$ cat config.mk
export PLATFORM = sky130hd
export DESIGN_NAME = alu_operand_sequencer_flat
export DESIGN_NICKNAME = d
export VERILOG_FILES = /design/src/rtl/alu_operand_sequencer_if.sv /design/src/rtl/alu_operand_sequencer.sv /design/src/flat_wrapper.sv
export SDC_FILE = /design/constraint.sdc
export NUM_CORES = 1
export LEC_CHECK = 0
export CAP_MARGIN = 20
export CORE_UTILIZATION = 30
export CTS_BUF_LIST = sky130_fd_sc_hd__clkbuf_4
export DETAILED_ROUTE_END_ITERATION = 16
export GPL_TIMING_DRIVEN = 1
export RECOVER_POWER = 25
export REMOVE_ABC_BUFFERS = 1
export SYNTH_ARGS = -nofsm -noshare
export SYNTH_HDL_FRONTEND = slang
export SYNTH_SLANG_ARGS = --single-unit
export TNS_END_PERCENT = 5
$ cat constraint.sdc
create_clock -name clk -period 3.04 [get_ports clk]
set_input_delay 0.456 -clock clk [delete_from_list [all_inputs] [get_ports clk]]
set_output_delay 0.456 -clock clk [all_outputs]
set_load 0.005 [all_outputs]
$ cat src/rtl/alu_operand_sequencer_if.sv
// Handshake and ALU-side bus for the McCoy operand sequencer.
// master = upstream instruction source plus the external ALU; slave = sequencer.
interface alu_operand_sequencer_if #(parameter int DATA_W = 6);
  logic [7:0]        instr;
  logic              instr_valid;
  logic              instr_ready;
  logic [DATA_W-1:0] op1;
  logic [DATA_W-1:0] op2;
  logic              alu_fun;
  logic [DATA_W-1:0] alu_out;
  logic [DATA_W-1:0] out_data;
  logic              out_valid;
  logic              busy;

  modport master (
    output instr, instr_valid, alu_out,
    input  instr_ready, op1, op2, alu_fun, out_data, out_valid, busy
  );

  modport slave (
    input  instr, instr_valid, alu_out,
    output instr_ready, op1, op2, alu_fun, out_data, out_valid, busy
  );
endinterface

$ cat src/rtl/alu_operand_sequencer.sv
// Decodes instruction bytes, owns the 4-entry register file, feeds the
// external combinational ALU and writes its result back.
module alu_operand_sequencer #(
  parameter int DATA_W = 6
) (
  input  logic                   clk,
  input  logic                   rst,
  alu_operand_sequencer_if.slave bus
);
  typedef enum logic [1:0] {S_IDLE, S_IMM, S_EXEC} state_t;

  localparam logic [1:0] OP_ADD = 2'b00;
  localparam logic [1:0] OP_NOT = 2'b01;
  localparam logic [1:0] OP_LDI = 2'b10;
  localparam logic [1:0] OP_OUT = 2'b11;

  state_t                  r_state, w_state_nxt;
  logic [3:0][DATA_W-1:0]  r_rf;
  logic [1:0]              r_op_q, r_rd_q, r_rs_q;
  logic [DATA_W-1:0]       r_out_data;
  logic                    r_out_valid;

  logic                    w_ready, w_fire;
  logic [1:0]              w_opc, w_rd, w_rs;

  assign w_opc   = bus.instr[7:6];
  assign w_rd    = bus.instr[5:4];
  assign w_rs    = bus.instr[3:2];
  // Ready depends on state only, so no path from instr_valid to instr_ready.
  assign w_ready = (r_state != S_EXEC);
  assign w_fire  = bus.instr_valid && w_ready;

  always_ff @(posedge clk or posedge rst) begin
    if (rst) r_state <= S_IDLE;
    else     r_state <= w_state_nxt;
  end

  always_comb begin
    w_state_nxt = r_state;
    case (r_state)
      S_IDLE: begin
        if (w_fire) begin
          case (w_opc)
            OP_ADD, OP_NOT: w_state_nxt = S_EXEC;
            OP_LDI:         w_state_nxt = S_IMM;
            default:        w_state_nxt = S_IDLE;
          endcase
        end
      end
      S_IMM:   if (w_fire) w_state_nxt = S_IDLE;
      S_EXEC:  w_state_nxt = S_IDLE;
      default: w_state_nxt = S_IDLE;
    endcase
  end

  always_ff @(posedge clk or posedge rst) begin
    if (rst) begin
      r_rf        <= '0;
      r_op_q      <= '0;
      r_rd_q      <= '0;
      r_rs_q      <= '0;
      r_out_data  <= '0;
      r_out_valid <= 1'b0;
    end else begin
      r_out_valid <= 1'b0;
      case (r_state)
        S_IDLE: begin
          if (w_fire) begin
            case (w_opc)
              OP_ADD, OP_NOT: begin
                r_op_q <= w_opc;
                r_rd_q <= w_rd;
                r_rs_q <= w_rs;
              end
              OP_LDI: r_rd_q <= w_rd;
              default: begin
                r_out_data  <= r_rf[w_rs];
                r_out_valid <= 1'b1;
              end
            endcase
          end
        end
        S_IMM:   if (w_fire) r_rf[r_rd_q] <= bus.instr[DATA_W-1:0];
        // Writeback lands before IDLE, so the next instruction sees it.
        S_EXEC:  r_rf[r_rd_q] <= bus.alu_out;
        default: ;
      endcase
    end
  end

  assign bus.instr_ready = w_ready;
  assign bus.op1         = r_rf[r_rd_q];
  assign bus.op2         = r_rf[r_rs_q];
  assign bus.alu_fun     = (r_state == S_EXEC) && r_op_q[0];
  assign bus.out_data    = r_out_data;
  assign bus.out_valid   = r_out_valid;
  assign bus.busy        = (r_state != S_IDLE);
endmodule

$ cat src/flat_wrapper.sv
// flat-port wrapper written by rule: the top's interface ports become plain ports
module alu_operand_sequencer_flat 
#(
  parameter int DATA_W = 6
)
  (clk, rst, bus_instr, bus_instr_valid, bus_alu_out, bus_instr_ready, bus_op1, bus_op2, bus_alu_fun, bus_out_data, bus_out_valid, bus_busy);
  alu_operand_sequencer_if #(.DATA_W(DATA_W)) bus_i ();
  input  logic clk;
  input  logic rst;
  input wire logic [$bits(bus_i.instr)-1:0] bus_instr;
  input wire logic [$bits(bus_i.instr_valid)-1:0] bus_instr_valid;
  input wire logic [$bits(bus_i.alu_out)-1:0] bus_alu_out;
  output wire logic [$bits(bus_i.instr_ready)-1:0] bus_instr_ready;
  output wire logic [$bits(bus_i.op1)-1:0] bus_op1;
  output wire logic [$bits(bus_i.op2)-1:0] bus_op2;
  output wire logic [$bits(bus_i.alu_fun)-1:0] bus_alu_fun;
  output wire logic [$bits(bus_i.out_data)-1:0] bus_out_data;
  output wire logic [$bits(bus_i.out_valid)-1:0] bus_out_valid;
  output wire logic [$bits(bus_i.busy)-1:0] bus_busy;
  assign bus_i.instr = bus_instr;
  assign bus_i.instr_valid = bus_instr_valid;
  assign bus_i.alu_out = bus_alu_out;
  assign bus_instr_ready = bus_i.instr_ready;
  assign bus_op1 = bus_i.op1;
  assign bus_op2 = bus_i.op2;
  assign bus_alu_fun = bus_i.alu_fun;
  assign bus_out_data = bus_i.out_data;
  assign bus_out_valid = bus_i.out_valid;
  assign bus_busy = bus_i.busy;
  alu_operand_sequencer #(.DATA_W(DATA_W)) u_core (.clk(clk), .rst(rst), .bus(bus_i));
endmodule
### Yosys cells after proc, flatten, opt, wreduce, memory -nomap -nowiden

Index checks and enable logic that the tools add are counted.

| storage, ports and cells | value |
|---|---|
| bits in registers | 38 |
| bits in latches | 0 |
| RAM bits | 0 |
| memory bits (read-only) | 0 |
| output and inout bits | 22 |
| word-level logic and storage cells | 55 |
| memories | 0 |

| operators by class | value |
|---|---|
| add/subtract/negate cells | 0 |
| multiply operators | 0 |
| div/mod/pow operators | 0 |
| order comparisons | 4 |
| eq/ne operators | 7 |
| shift operators | 0 |
| mux-type cells | 19 |
| bitwise logic cells | 1 |
| reductions and logical operators | 14 |

Operators with widths:

| kind | count |
|---|---|
| bitwise mux 24 bit | 2 |
| case mux 24 bit (2 select lines) | 1 |
| binary-select mux 6 bit (select 2 bit) | 3 |
| two-way mux 24 bit | 1 |
| two-way mux 6 bit | 4 |
| demux 6 bit (select 2 bit) | 1 |
| < comparator 2 x 3 -> 1 bit (second input constant) | 3 |
| AND reduction 3 bit | 3 |
| case mux 2 bit (2 select lines) | 2 |
| == test 2 x 1 -> 1 bit (second input constant) | 2 |
| == test 2 bit (second input constant) | 2 |
| zero test 2 bit | 2 |
| two-way mux 2 bit | 2 |
| inequality test 2 x 1 -> 1 bit (second input constant) | 2 |
| AND reduction 2 bit | 2 |
| nonzero test 2 bit | 2 |
| logical AND 1 bit | 3 |
| two-way mux 1 bit | 3 |
| OR reduction 3 bit | 1 |
| greater-or-equal comparator 2 x 1 -> 1 bit (second input constant) | 1 |
| inequality test 2 bit (second input constant) | 1 |
| OR reduction 2 bit | 1 |
| NOT 1 bit | 1 |

### Logic depth before layout (Yosys ltp)

| logic depth | value |
|---|---|
| depth after elaboration | 7 |
| gate-level depth with buffers | 4 |
| mapped depth without buffers | 3 |

### Least setup slack after synthesis

No wires, ideal clock.

| path | value |
|---|---|
| path type | in2reg |
| start | input bus_instr[3] |
| end | register u_core.r_out_data[0] (netlist: u_core.bus.out_data[0]) |
| data arrival time | 1583 ps |
| slack | 1333 ps |
| stages on the path | 3 |
| buffers on the path | 1 |
| cell sequence | clkbuf_1 mux4_2 mux2_2 |

| between the ends | value |
|---|---|
| word-level cells in the longest chain between the ends | 2 |

Ends and longest elaborated chain:

| what | line | text |
|---|---|---|
| from (decl) | flat_wrapper.sv:10 | `input wire logic [$bits(bus_i.instr)-1:0] bus_instr;` |
| binary-select mux 6 bit (select 2 bit) | alu_operand_sequencer.sv:77 | `r_out_data <= r_rf[w_rs];` |
| two-way mux 6 bit (implied by the code) | alu_operand_sequencer.sv:77 |  |
| to (signal assigned) | alu_operand_sequencer.sv:77 |  |
| to (decl) | alu_operand_sequencer.sv:20 | `logic [DATA_W-1:0] r_out_data;` |

No other way between the ends. The select of a mux whose other input is x is not followed.
A chain may end at the register's enable or synchronous reset.

### Final worst setup path

| path | value |
|---|---|
| start | register u_core.r_rd_q[1] |
| end | output bus_op1[4] |

| between the ends | value |
|---|---|
| word-level cells in the longest chain between the ends | 2 |

Ends and longest elaborated chain:

| what | line | text |
|---|---|---|
| from (decl) | alu_operand_sequencer.sv:19 | `logic [1:0] r_op_q, r_rd_q, r_rs_q;` |
| from (signal assigned) | alu_operand_sequencer.sv:72 | `r_rd_q <= w_rd;` |
| from (signal assigned) | alu_operand_sequencer.sv:75 | `OP_LDI: r_rd_q <= w_rd;` |
| binary-select mux 6 bit (select 2 bit) | alu_operand_sequencer.sv:92 | `assign bus.op1 = r_rf[r_rd_q];` |
| two-way mux 6 bit (implied by the code) | alu_operand_sequencer.sv:92 |  |
| to (decl) | flat_wrapper.sv:14 | `output wire logic [$bits(bus_i.op1)-1:0] bus_op1;` |

No other way between the ends. The select of a mux whose other input is x is not followed.

==> impl_metrics.ini <==
[outcome]
outcome = complete, but fails checks
violations = max-capacitance violations, max-slew violations

[clock_tree]
clk_pin_slew_ns = 0.11
cts_hold_buf = 0
cts_sinks = 38
post_cts_buffers = 0
cts_tree = built
root_buffer = clkbuf_4
h-tree-depth = 2
cts_resized = 0
clk_latency_ns = 0.35
clock_path_buffers = 2
numCtsBuffers = 5

[setup_path]
cp_slowest_cell = dfrtp_1
slowest_delay_ns = 0.75
r2r-end = u_core.r_rf[11]
cp-start-kind = flip-flop
critical_path_class = flip-flop to output pin
required_ns = 2.58
cp.arrival_ns = 2.15
reg2reg_slack_ns = 1.23
worst-path-stages = 2
path_delay_family = flip-flops
crit_end = bus_op1[4]
end_kind = output pin
r2r_cells = 3
timing.critical_path.from = u_core.r_rd_q[1]
cp_max_fo = 11
path_cells = mux4_2 -> clkdlybuf4s50_1
r2r-start = u_core.r_rd_q[1]
crit_buf_inv = 1

[detailed_routing]
vias_per_cell = 5.13
wl_per_cell_um = 18.8
wl_um = 4610
drt-pass1-iter-count = 4
first_iter_violations = 23
dr_total_vias = 1258
ant_nets = 0
drc = 0

[logic_synthesis]
synth_top_area_frac = 0.469
synth_adder_area_share = 0
synthSimpleGateAreaFrac = 0.0544
yosys.area.top_type = dfrtp_1
syn_area_per_cell_um2 = 15.8
ys_top_cells_by_count = 40 x mux2_2, 38 x dfrtp_1, 18 x mux4_2
synth_top_family_by_area = multiplexers
synthXorXnorAreaFrac = 0
synth_area_leaders = dfrtp_1 47%, mux2_2 22%, mux4_2 20%
synth_enable_flop_cells = 0
yosysMostFrequentCell = mux2_2
synthMuxAreaShare = 0.427
ys.flop_type = dfrtp_1
synth.distinct_cells = 20
synthArstFlopShare = 1.00
yosysSeqAreaShare = 0.469
synth_compound_area_frac = 0.0253
syn-cell-area_um2 = 2030
ys_ff_latch = 38
synth_warnings = 0
netlist_instances = 128

[die]
coreArea_um2 = 6420
die_area_um2 = 7080
std_cell_rows = 29
die_w_um = 84.2
ios = 39
die_h_um = 84.2
initial_core_util = 0.315

[timing]
period_minus_slack_ns = 2.61
max_freq_ghz = 0.384
hold_viol_final = 0
drv_slew = 39
setup-violations-final = 0
tightest_slew_ns = 2.08
period_share = 0.857
setup_tns_ns = 0
max_slew_margin = -0.387
clock_skew_ns = 0.0107
grt_setup_unrepaired = false

[power]
p_per_area_nw_per_um2 = 903
p_total_uw = 2330
leakage_uw = 0.00101
peakVddDrop_mv = 0.368

[run]
maxCapViolations = 1

[placed_design]
port_buffers = 38
place.gp.congestion = 0.706
place_hpwl_um = 3160

[global_route]
grtUsageTotal = 0.141
grt_use_met3 = 0.0383
grt_max_degree = 39
busiest_layer = met2
overflow = 0
grt_use_met2 = 0.244
grt_pass1_wl_um = 7460
grtUsageMet1 = 0.173
first_global_vias = 1375
antenna_found_initial = 0

[final_layout]
fillers = 579
syn2layout_area_growth_pct = 27.1
antennaDiodeCount = 0
layout.nets = 184
drive_gt1_frac = 0.429

[worst_hold_path]
hp-class = flip-flop to flip-flop
layout make-up:
type                            count  area (um^2)  area share
Multi-Input combinational cell     79         1030       0.399
Inverter                            4         15.0     0.00583
Tap cell                           77         96.3      0.0374
Clock buffer                        5         37.5      0.0146
Clock inverter                      3         63.8      0.0248
Timing Repair Buffer               39          384       0.149
Sequential cell                    38          951       0.369
state kept, by name (all words and copies together) (netlist names):
name	flops
u_core.r_rd_q	2
u_core.r_rs_q	2
u_core.r_rf	24
u_core.bus.out_data	6
u_core.r_op_q	1
u_core.bus.out_valid	1
u_core.r_state	2
where the power goes:
group	switching [uW]	total, uW	internal (uW)	leakage, uW
clock	171	425	253	0.0000528
sequential	233	958	725	0.000451
combinational	243	943	701	0.000505
layer usage:
layer	vias to the layer above	routed length, um
li1	560	-
met1	660	1990
met2	31	2340
met3	7	214
met4	0	65
met5	-	0
cell families (layout without fill, tap and decap cells):
kind of cell,Yosys count,after routing
AOI/OAI and AO/OA,5,5
buffers and inverters,11,51
DFF,38,38
muxes,59,59
and+or+nand+nor,15,15
cell usage in the layout, fill, tap and decap left out:
master and n:
nand2_1 4, mux2_2 40, nand3_1 1, nand2b_1 2, inv_1 4, bufinv_16 2
clkinv_1 1, nor2_1 3, clkbuf_1 1, a211oi_4 1, nand2b_4 1, nor4bb_1 1
dlygate4sd3_1 1, nand3b_4 1, nor3b_1 1, a21oi_2 3, clkdlybuf4s50_1 37, o21ai_0 1
dfrtp_1 38, mux2i_1 1, mux4_2 18, nor4b_2 1, clkbuf_4 5
metrics by stage:
step / instances / hold slack [ns] / setup WS (ns) / instance area [um^2] / util
after global routing: 245 / 0.549 / 0.160 / 2570 / 0.401
after floorplan: 121 / 0.504 / 1.43 / 1990 / -
after CTS: 245 / 0.524 / 0.373 / 2580 / 0.402
final: 245 / 0.521 / 0.435 / 2570 / 0.401
after detailed placement: 237 / 0.498 / 0.784 / 2480 / 0.386
after global placement: 237 / 0.492 / 0.779 / 2480 / 0.386
worst min-delay path by stage:
stage	start	end	slack, ns	cells after the start
finish	u_core.bus.out_data[5]	u_core.bus.out_data[5]	0.52	1
global route	u_core.bus.out_data[2]	u_core.bus.out_data[2]	0.55	1
CTS	rst	u_core.r_rf[14]	0.52	3
detailed placement	u_core.bus.out_data[5]	u_core.bus.out_data[5]	0.50	1
global placement	u_core.bus.out_data[2]	u_core.bus.out_data[2]	0.49	1
floorplan	u_core.bus.out_data[0]	u_core.bus.out_data[0]	0.50	1
Power figures use the tool's default switching activity.
